### config.mk
export PLATFORM = sky130hd
export DESIGN_NAME = shift_req_buffer
export DESIGN_NICKNAME = d
export VERILOG_FILES = /design/src/rtl/shift_req_buffer.sv
export SDC_FILE = /design/constraint.sdc
export NUM_CORES = 1
export LEC_CHECK = 0
export BUFFER_PORTS_ARGS = -buffer_cell sky130_fd_sc_hd__buf_2
export CAP_MARGIN = 20
export CORE_ASPECT_RATIO = 0.5
export CORE_UTILIZATION = 40
export DETAILED_ROUTE_END_ITERATION = 8
export MAX_ROUTING_LAYER = met4
export PLACE_DENSITY = 0.71
export SLEW_MARGIN = 30
export SYNTH_ARGS = -nofsm -noshare
export SYNTH_HDL_FRONTEND = slang
export SYNTH_SLANG_ARGS = --single-unit
### constraint.sdc
create_clock -name clk -period 6.5 [get_ports clk]
set_clock_uncertainty 0.1 [all_clocks]
set_input_delay 0 -clock clk [delete_from_list [all_inputs] [get_ports clk]]
set_output_delay 0 -clock clk [all_outputs]
set_load 0.02 [all_outputs]
### src/rtl/shift_req_buffer.sv
// rtl/shift_req_buffer.sv - request FIFO and registered result stage around a combinational right shifter
// Optional same-cycle bypass of an empty FIFO: define SHIFT_REQ_BYPASS_EN.
module shift_req_buffer #(
   parameter int DEPTH = 4,
   parameter int LVL_W = 3
) (
   input  logic             clk,
   input  logic             rst_n,
   input  logic             in_valid,
   output logic             in_ready,
   input  logic [7:0]       in_data,
   input  logic [2:0]       in_shift,
   output logic [7:0]       sh_datain,
   output logic [2:0]       sh_shift,
   input  logic [7:0]       sh_dataout,
   output logic             out_valid,
   input  logic             out_ready,
   output logic [7:0]       out_data,
   output logic [2:0]       out_shift,
   output logic [LVL_W-1:0] level
);

   localparam int PTR_W = (DEPTH > 1) ? $clog2(DEPTH) : 1;

   logic [7:0]       mem_data  [DEPTH];
   logic [2:0]       mem_shift [DEPTH];
   logic [PTR_W-1:0] wr_ptr;
   logic [PTR_W-1:0] rd_ptr;

   logic empty;
   logic full;
   logic out_free;
   logic accept;
   logic bypass;
   logic push;
   logic pop;

   assign empty    = (level == '0);
   assign full     = (level == LVL_W'(DEPTH));
   assign in_ready = rst_n && !full;
   assign accept   = in_valid && in_ready;
   assign out_free = !out_valid || out_ready;
   assign pop      = !empty && out_free;

`ifdef SHIFT_REQ_BYPASS_EN
   // An empty FIFO with a free result register lets the request go straight to the shifter.
   assign bypass = empty && accept && out_free;
`else
   assign bypass = 1'b0;
`endif

   assign push = accept && !bypass;

   always_comb begin
      sh_datain = 8'h00;
      sh_shift  = 3'd0;
      if (!empty) begin
         sh_datain = mem_data[rd_ptr];
         sh_shift  = mem_shift[rd_ptr];
      end else if (bypass) begin
         sh_datain = in_data;
         sh_shift  = in_shift;
      end
   end

   // Storage needs no reset: an entry is only read after it has been written.
   always_ff @(posedge clk) begin
      if (push) begin
         mem_data[wr_ptr]  <= in_data;
         mem_shift[wr_ptr] <= in_shift;
      end
   end

   always_ff @(posedge clk) begin
      if (!rst_n) begin
         wr_ptr <= '0;
         rd_ptr <= '0;
         level  <= '0;
      end else begin
         if (push) begin
            wr_ptr <= wr_ptr + 1'b1;
         end
         if (pop) begin
            rd_ptr <= rd_ptr + 1'b1;
         end
         case ({push, pop})
            2'b10:   level <= level + 1'b1;
            2'b01:   level <= level - 1'b1;
            default: level <= level;
         endcase
      end
   end

   always_ff @(posedge clk) begin
      if (!rst_n) begin
         out_valid <= 1'b0;
         out_data  <= 8'h00;
         out_shift <= 3'd0;
      end else if (pop || bypass) begin
         out_valid <= 1'b1;
         out_data  <= sh_dataout;
         out_shift <= sh_shift;
      end else if (out_valid && out_ready) begin
         out_valid <= 1'b0;
      end
   end

endmodule

After elaboration in Yosys (flattened, before gate mapping)
Memories as Yosys holds them, arrays and structs flattened. A register that Yosys moved wholly into a read port is not among the register bits.
Cells that the tools add are included.
- memories: 2
- bits of input ports: 23
- output and inout port bits: 27
- RAM bits: 44
- bits in registers: 19
- word-level logic and storage cells: 37
- memory list (memory ; depth ; bits a word ; rd ports ; clocked after memory_dff ; wr ports ; RTL line ; source):
    mem_data ; 4 ; 8 ; 1 ; 1 ; 1 ; 25 ; logic [7:0] mem_data [DEPTH];
    mem_shift ; 4 ; 3 ; 1 ; 1 ; 1 ; 26 ; logic [2:0] mem_shift [DEPTH];
- mux-type cells: 11
- reduce and logical (&&, ||, !) cells: 11
- add/subtract/negate cells: 4
- equal/unequal tests: 3
- operators with widths (cell ; number):
    2-to-1 mux 2 bit ; 4
    2-to-1 mux 8 bit ; 1
    one-hot mux 3 bit (2 select lines) ; 1
    adder 2 x 1 -> 2 bit (second input constant) ; 2
    logical AND 1 bit ; 4
    2-to-1 mux 1 bit ; 4
    nonzero test 2 bit ; 2
    adder 3 x 1 -> 3 bit (second input constant) ; 1
    equality test 3 bit (second input constant) ; 1
    zero test 1 bit ; 3
    zero test 3 bit ; 1
    2-to-1 mux 3 bit ; 1
    subtractor 3 x 1 -> 3 bit (second input constant) ; 1
    equality test 2 x 1 -> 1 bit (second input constant) ; 1
    equality test 2 bit (second input constant) ; 1
    logical OR 1 bit ; 1

Longest topological paths before layout
Gate-level depths: netlist of run 1.
- word-level depth: 6
- mapped depth: 10
- depth with buffers taken out: 9

Worst setup path before layout of run 1
OpenSTA, ideal clock, no wires.
- path type: register -> register
- start: reg out_valid
- end: reg level[2]
- path buffers: 1
- library setup time: 73 ps
- required time: 6327 ps
- clock period less this slack: 2235 ps
- data arrival time: 2062 ps
- cell stages (with the launch flop): 10
- path slack: 4265 ps
- cells stage by stage: dfxtp_1 -> nor2b_1 -> buf_2 -> nor2_1 -> ha_1 -> inv_1 -> fa_1 -> xor2_1 -> or3_1 -> a21oi_1
- cells in the longest elaborated chain, start to end: 5
- elaborated cells between the ends (all ways): 7
- those cells by class: eq/ne (2); mux (1); reduce/logical (4)
- ends and longest elaborated chain (item ; RTL line ; source):
    start, declared ; 16 ; output logic out_valid,
    start signal, assigned ; 96 ; out_valid <= 1'b0;
    start signal, assigned ; 100 ; out_valid <= 1'b1;
    start signal, assigned ; 104 ; out_valid <= 1'b0;
    zero test 1 bit (*) ; 42 ; assign out_free = !out_valid || out_ready;
    logical OR 1 bit (*) ; 42 ;
    logical AND 1 bit (*) ; 43 ; assign pop = !empty && out_free;
    net pop ; 36 ; logic pop;
    equality test 2 x 1 -> 1 bit or equality test 2 bit (tied branches) ; 86 ; case ({push, pop})
    one-hot mux 3 bit (2 select lines) or nonzero test 2 bit (tied branches) ; n/a ;
    end signal, assigned ; 87 ; 2'b10: level <= level + 1'b1;
    end signal, assigned ; 88 ; 2'b01: level <= level - 1'b1;
    end signal, assigned ; 89 ; default: level <= level;
    end, declared ; 20 ; output logic [LVL_W-1:0] level
The timed path passes the listed nets; every way through them passes the cells marked *.
A chain may end at the register's enable or synchronous reset.

Final worst setup path of run 1
- start: in rst_n
- end: reg level[2]
- cells in the longest elaborated chain, start to end: 4
- elaborated cells between the ends (all ways): 6
- those cells by class: eq/ne (2); mux (1); reduce/logical (3)
- ends and longest elaborated chain (item ; RTL line ; source):
    start, declared ; 8 ; input logic rst_n,
    logical AND 1 bit ; 40 ; assign in_ready = rst_n && !full;
    logical AND 1 bit ; 41 ; assign accept = in_valid && in_ready;
    equality test 2 x 1 -> 1 bit or equality test 2 bit (tied branches) ; 86 ;
    one-hot mux 3 bit (2 select lines) or nonzero test 2 bit (tied branches) ; n/a ;
Several ways; a longest one is shown, not always the timed one.

==> results.md, run 1 <==
- Sw Share: 0.335
- Asr flop ratio synth: 0
- Fin Setup TNS: 0 ns
- Post-synth EDFFs: 44
- Slew Viols, Final: 0
- Via density per instance: 4.89
- Pwr Density: 434 nW/um2
- Met3 usage: 0.0378
- Final Non-Filler Cells: 340
- DIE HEIGHT: 59.2 um
- RSZ-0062 raised after global routing: no
- Hold Path End: out_data[7]$_SDFFE_PN0P_
- DR iter-0 viols: 101
- Full die area: 6890 um2
- Top-count cell post-synth: edfxtp_1
- GRT Total Usage: 0.163
- Crit-path most repeated cell: inv_1
- Met1 usage: 0.171
- Largest net degree at the start of global routing: 21
- Leakage power: 0.00129 uW
- Min-Delay Path Class: input port to register
- Synth area leaders: edfxtp_1 50%, dfxtp_1 16%, mux4_2 8.6%
- Drt total wl: 5040 um
- Hold Crit Depth: 4
- DRC: 0
- Max stage delay on crit path: 0.52 ns
- GRT overflow: 0
- Type of origin of the critical path: input port
- P&R area growth vs syn: 30.4%
- FF+latch count, synth: 65
- Final hold vios: 0
- Synth Instances: 176
- R2R Path Start: level[2]$_SDFFE_PN0P_
- Reg-to-reg critical path endpoint: level[2]$_SDFFE_PN0P_
- CTS resizes: 0
- Floorplan core area: 6180 um2
- Post CTS Setup Buffer Count: 0
- MaxCap Viol Count: 0
- Clk buf depth: 2
- Die Wd: 116 um
- Inst Count DP: 304
- Final Cycle Share: 0.399
- Syn Area/Cell: 14.9 um2
- Crit path buffers/inverters: 5
- Most used routing layer in global routing: met2
- Avg WL per Cell: 14.8 um
- Yosys warns: 0
- Arr. time, crit path: 2.73 ns
- Worst slew pin tran: 0.742 ns
- Peak supply drop: 143 uV
- Delay-heaviest family, CP: buffers and inverters
- Drt pass-1 iters: 4
- Worst Path Required: 6.64 ns
- Final ANT Viol Nets: 0
- Mapped Area: 2620 um2
- Nets: 277
- Yosys cell types: 30
- HP Start: out_ready
- CTS H-tree lvls: 3
- HPWL after detailed placement: 3130 um
- Port Buffers: 49
- Initial antenna violation count: 0
- Mapped Nets: 205
- Period minus WS final: 2.59 ns
- Ys flop type: edfxtp_1
- M2 GR Usage: 0.290
- Fmax: 0.386 GHz
- Worst skew pair latency: 0.32 ns
- Cell internal pwr: 984 uW
- Outcome: completed
- Initial core utilization: 0.423
- CP max-delay cell: dlygate4sd3_1
- Layout cell share with drive strength beyond 1: 0.302
- Clock tree sinks: 65
- CTS tree: built
- RePlAce Congestion: 0.788
- Crit end category: register
- Yosys top cell by area: edfxtp_1
- Vias in the first global route: 1583
- Register area share after synthesis: 0.665
- Clock share of power: 0.310
- Final Setup Violations: 0
- Worst Path Max Fanout: 17
- Worst reg-to-reg path cell count: 8
- ANT cells: 0
- Global-route wire length before repair: 7580 um
- Combinational power share: 0.311
- Sequential power share: 0.379
- Synth top cells by count: 44 x edfxtp_1, 21 x dfxtp_1, 15 x and2_1
- Slew HR: 0.505
- IO Count: 50
- Crit Path Category: input port to register
- Rows: 20
- Num CTS Buffers: 9
- Clock slew at reported path FFs: 0.05 ns
- Post-synth top area share: 0.505
- Worst-path cell chain: dlygate4sd3_1 > buf_2 > clkinv_1 > a211oi_4 > inv_1 > ha_1 > inv_1 > fa_1 > xor2_1 > or3_1 > a21oi_1
- DR vias: 1662
- Switching power of the nets: 495 uW
- Reg-to-reg slack, setup: 4.08 ns
- Root Buffer: clkbuf_16
area by class of cell:
type	instances	area, um2
inverter	9	33.8
sequential	65	1740
clock inverter	5	57.6
timing repair buffer	70	455
multi-input combinational	93	786
tap	88	110
fill	509	2770
clock buffer	10	229
worst max path at each step:
stage | from | slack (ns) | end | cells after the start
6_report | rst_n | 3.91 | level[2]$_SDFFE_PN0P_ | 11
5_1_grt | rst_n | 3.72 | level[2]$_SDFFE_PN0P_ | 11
4_1_cts | rst_n | 3.93 | level[2]$_SDFFE_PN0P_ | 11
3_5_place_dp | level[2]$_SDFFE_PN0P_ | 4.11 | level[2]$_SDFFE_PN0P_ | 8
3_3_place_gp | level[2]$_SDFFE_PN0P_ | 4.24 | level[2]$_SDFFE_PN0P_ | 8
2_1_floorplan | out_valid$_SDFFE_PN0P_ | 4.27 | level[2]$_SDFFE_PN0P_ | 9
cells by family after synthesis:
| family | share of synthesized area |
|---|---|
| buffers and inverters | 0.0344 |
| XOR/XNOR | 0.00669 |
| flip-flops | 0.665 |
| adder cells (fa/ha/maj) | 0.0315 |
| AND/OR/NAND/NOR | 0.0908 |
| AO/OA/AOI/OAI | 0.0636 |
| multiplexers | 0.108 |
cells in the final DEF, fill, tap and decap left out, drive strengths merged, types with 2 or more instances in the layout:
cell type    instances
or3                  3
dfxtp               21
a21oi               14
and2                15
nor3                 2
o21ai               10
clkinvlp             3
buf                 49
xor2                 2
nor2                 5
edfxtp              44
mux2i                3
ha                   5
nand2b               2
clkbuf              10
inv                  8
o2bb2ai              3
mux4                11
clkinv               2
dlygate4sd3         21
nand3                9
nand2                6
state kept, by name, indices dropped and copies added, names as in the netlist, named ones only:
signal     cells
mem_data      32
mem_shift     12
out_data       8
level          3
out_shift      3
rd_ptr         2
wr_ptr         2
out_valid      1
worst register-to-register path, cell delays in order, from the launching register on:
cell and delay (ns):
dfxtp_1 0.48, nor3_2 0.18, nor2_1 0.27, ha_1 0.25, inv_1 0.06, fa_1 0.38
xor2_1 0.17, or3_1 0.31, a21oi_1 0.15
power groups by stage:
stage	Sequential (uW)	Clock (uW)	Combinational (uW)
after floorplan	581	0	321
after global placement	566	0	440
after detailed placement	570	0	453
after CTS	562	465	464
after global routing	570	483	503
final	561	459	460
timing repair:
item | CTS | global route
hold buffers | 21 | 0
hold endpoints to repair | 59 | 0
endpoints found under the setup margin | 0 | 0
stage by stage:
stage / util / hold WS, ns / setup slack [ns] / power [uW] / instance area (um2)
4_1_cts: 0.552 / 0.0910 / 3.93 / 1490 / 3410
6_report: 0.552 / 0.103 / 3.91 / 1480 / 3410
3_3_place_gp: 0.472 / 0.110 / 4.24 / 1010 / 2920
2_1_floorplan: - / -0.00113 / 4.27 / 902 / 2620
5_1_grt: 0.552 / 0.130 / 3.72 / 1560 / 3410
3_5_place_dp: 0.472 / 0.120 / 4.11 / 1020 / 2920
routing by layer:
metal  part of all wire  wire [um]  up-vias
li1                   -          -      796
met2               0.52       2620       55
met5                  0          0        -
met1               0.42       2130      804
met4              0.014         70        0
met3              0.043        215        7
Power figures use the tool's default switching activity.
==> inputs of run 2 (changes only) <==
--- a/config.mk
+++ b/config.mk
@@ -5,13 +5,14 @@
 export SDC_FILE = /design/constraint.sdc
 export NUM_CORES = 1
 export LEC_CHECK = 0
+export ABC_AREA = 1
 export BUFFER_PORTS_ARGS = -buffer_cell sky130_fd_sc_hd__buf_2
 export CAP_MARGIN = 20
 export CORE_ASPECT_RATIO = 0.5
 export CORE_UTILIZATION = 40
 export DETAILED_ROUTE_END_ITERATION = 8
 export MAX_ROUTING_LAYER = met4
-export PLACE_DENSITY = 0.71
+export PLACE_DENSITY = 0.73
 export SLEW_MARGIN = 30
 export SYNTH_ARGS = -nofsm -noshare
 export SYNTH_HDL_FRONTEND = slang
==> constraint.sdc (replaced) <==
create_clock -name clk -period 2.31 [get_ports clk]
set_clock_uncertainty 0.1 [all_clocks]
set_input_delay 0 -clock clk [delete_from_list [all_inputs] [get_ports clk]]
set_output_delay 0 -clock clk [all_outputs]
set_load 0.02 [all_outputs]
==> results.md, run 2 <==
- RePlAce Congestion: 0.743 (-5.8%)
- Leakage power: 0.00157 uW (+22%)
- Crit end category: register
- Crit Path Category: register to register
- Period minus WS final: 2.09 ns
- Clock tree sinks: 65 (unchanged)
- Max FFs per register: 32 (unchanged)
- Via density per instance: 4.67 (-4.5%)
- Initial core utilization: 0.433 (+0.00959)
- Nets: 388 (+40%)
- Clock share of power: 0.253 (-0.057)
- IO Count: 50 (unchanged)
- Synth area leaders: edfxtp_1 48%, dfxtp_1 15%, nor2_1 8.7%
- Worst Path Max Fanout: 17 (unchanged)
- Sequential power share: 0.342 (-0.037)
- Final Setup Violations: 0 (unchanged)
- Min-Delay Path Class: input port to register
- Synth top cells by count: 64 x nor2_1, 44 x edfxtp_1, 35 x inv_1
- Outcome: completed
- Worst Path Required: 2.43 ns (-4.21 ns)
- CTS resizes: 0 (unchanged)
- Clock slew at reported path FFs: 0.05 ns (about the same)
- Fin Setup TNS: 0 ns (unchanged)
- DR iter-0 viols: 73 (-28%)
- Yosys cell types: 22 (-27%)
- Root Buffer: clkbuf_16
- Post-synth top area share: 0.480 (-0.0248)
- Final hold vios: 0 (unchanged)
- Post-synth EDFFs: 44 (unchanged)
- CTS Hold Bufs: 28 (+33%)
- Worst Setup SP: level[2]$_SDFFE_PN0P_
- Port Buffers: 49 (unchanged)
- Mapped Area: 2750 um2 (+5.2%)
- GRT overflow: 0 (unchanged)
- Pwr Density: 1270 nW/um2 (+190%)
- RSZ-0062 raised after global routing: no
- HPWL after detailed placement: 3600 um (+15%)
- Slew HR: 0.684 (+0.180)
- Cell internal pwr: 2760 uW (+180%)
- MaxCap Viol Count: 0 (unchanged)
- Die Wd: 119 um (+2.5%)
- CTS H-tree lvls: 3 (unchanged)
- DR vias: 2109 (+27%)
- Full die area: 7240 um2 (+5.0%)
- Initial antenna violation count: 0 (unchanged)
- P&R area growth vs syn: 30.9%
- Combinational power share: 0.405 (+0.094)
- Global-route wire length before repair: 9250 um (+22%)
- Floorplan core area: 6360 um2 (+2.8%)
- Layout cell share with drive strength beyond 1: 0.223 (-0.0791)
- Final Cycle Share: 0.907
- Sw Share: 0.395 (+0.0604)
- Largest net degree at the start of global routing: 23 (+9.5%)
- Drt pass-1 iters: 4 (unchanged)
- Most frequent cells in the layout: 64 x nor2_1, 49 x buf_2, 44 x edfxtp_1, 35 x inv_1, 32 x nand2_1
- DRC: 0 (unchanged)
- Commonest non-fill, non-tap cell in the layout: nor2_1
- GRT Total Usage: 0.181 (+0.0180)
- ANT cells: 0 (unchanged)
- Top-count cell post-synth: nor2_1
- Register area share after synthesis: 0.633 (-0.0327)
- Synth Instances: 275 (+56%)
- Avg WL per Cell: 12.7 um (-15%)
- Register area: 1740 um2 (unchanged)
- Vias in the first global route: 2107 (+33%)
- Asr flop ratio synth: 0 (unchanged)
- Worst skew pair latency: 0.33 ns (about the same)
- Drt total wl: 5720 um (+13%)
- R2R Path Start: level[2]$_SDFFE_PN0P_
- DIE HEIGHT: 60.7 um (+2.5%)
- Largest register by flop count: mem_data
- Switching power of the nets: 1810 uW (+260%)
- Multi-input logic area: 787 um2 (+0.16%)
- Peak supply drop: 601 uV (+320%)
- FF+latch count, synth: 65 (unchanged)
- Type of origin of the critical path: register
- Biggest regs: mem_data: 32 flops, mem_shift: 12 flops, out_data: 8 flops
- Final ANT Viol Nets: 0 (unchanged)
- Slew Viols, Final: 0 (unchanged)
- Syn Area/Cell: 10.0 um2 (-33%)
- Arr. time, crit path: 2.22 ns (-0.51 ns)
- Mapped Nets: 304 (+48%)
- Fmax: 0.478 GHz
- CTS tree: built
- Post CTS Setup Buffer Count: 0 (unchanged)
- Yosys warns: 0 (unchanged)
- Fillers: 571 (+12%)
- Design Power: 4570 uW (+210%)
- Rows: 20 (unchanged)
- Ys flop type: edfxtp_1
- Clk buf depth: 2 (unchanged)
- Yosys top cell by area: edfxtp_1
- Worst slew pin tran: 0.473 ns (-0.269 ns)
- HP Start: out_ready
- Num CTS Buffers: 9 (unchanged)
-- run 2: changes by cell type after synthesis, moves of 5 or more --
cell and delta:
inv_1 +27, o21ai_0 +17, nor2_1 +59, mux4_2 -10
nand2_2 +5, nand2_1 +26, and2_1 -15
-- run 2: per-stage QoR --
stage                     std cells   util  hold WS (ns)  cell area [um2]  setup slack, ns
after floorplan                 275      -      -0.00113             2750            0.337
after global placement          408  0.483         0.110             3070            0.374
after detailed placement        408  0.483         0.119             3070            0.231
after CTS                       452  0.567        0.0253             3600            0.219
after global routing            452  0.567        0.0655             3600           0.0306
final                           452  0.567        0.0217             3600            0.216
-- run 2: power by group through the flow --
stage | Clock, uW | Sequential (uW) | Combinational (uW)
2_1_floorplan | 0 | 1700 | 1210
3_3_place_gp | 0 | 1570 | 1720
3_5_place_dp | 0 | 1580 | 1790
4_1_cts | 1170 | 1560 | 1870
5_1_grt | 1230 | 1580 | 2080
6_report | 1160 | 1560 | 1850
-- run 2: path summary, 6_finish.rpt --
kind / endpoint / slack [ns] / cells after the start
max: level[2]$_SDFFE_PN0P_ / 0.22 / 13
min: out_valid$_SDFFE_PN0P_ / 0.02 / 6
max reg2reg: level[2]$_SDFFE_PN0P_ / 0.22 / 13
min reg2reg: out_data[5]$_SDFFE_PN0P_ / 0.38 / 2
-- run 2: cells by family after synthesis --
family                   count (synthesis)  synth area share
AO/OA/AOI/OAI                           42            0.0777
adder cells (fa/ha/maj)                  6            0.0300
buffers and inverters                   47            0.0814
flip-flops                              65             0.633
AND/OR/NAND/NOR                        115             0.178
-- run 2: metal layers --
layer  GRT usage  routed length [um]  vias up
li1            -                   -     1063
met3      0.0648                 341        8
met1       0.182                2440      979
met2       0.334                2850       59
met4      0.0696                  87        0
met5           -                   0        -
-- run 2: area by class of cell --
class                      instances  share of cell area
clock buffer                      11              0.0646
clock inverter                     5             0.00625
inverter                          37              0.0385
multi-input combinational        163               0.218
sequential                        65               0.483
tap                               88              0.0306
timing repair buffer              83               0.158
-- run 2: critical path, cell delays in order, from the launching register on --
cell and delay, ns:
dfxtp_1 0.37, inv_1 0.09, nand2_2 0.11, nand2_4 0.12
inv_2 0.18, ha_1 0.20, inv_1 0.07, fa_1 0.39
inv_1 0.07, nand2_1 0.05, nand3_1 0.09, nand2_1 0.06
nand2_1 0.06, nor2_1 0.04
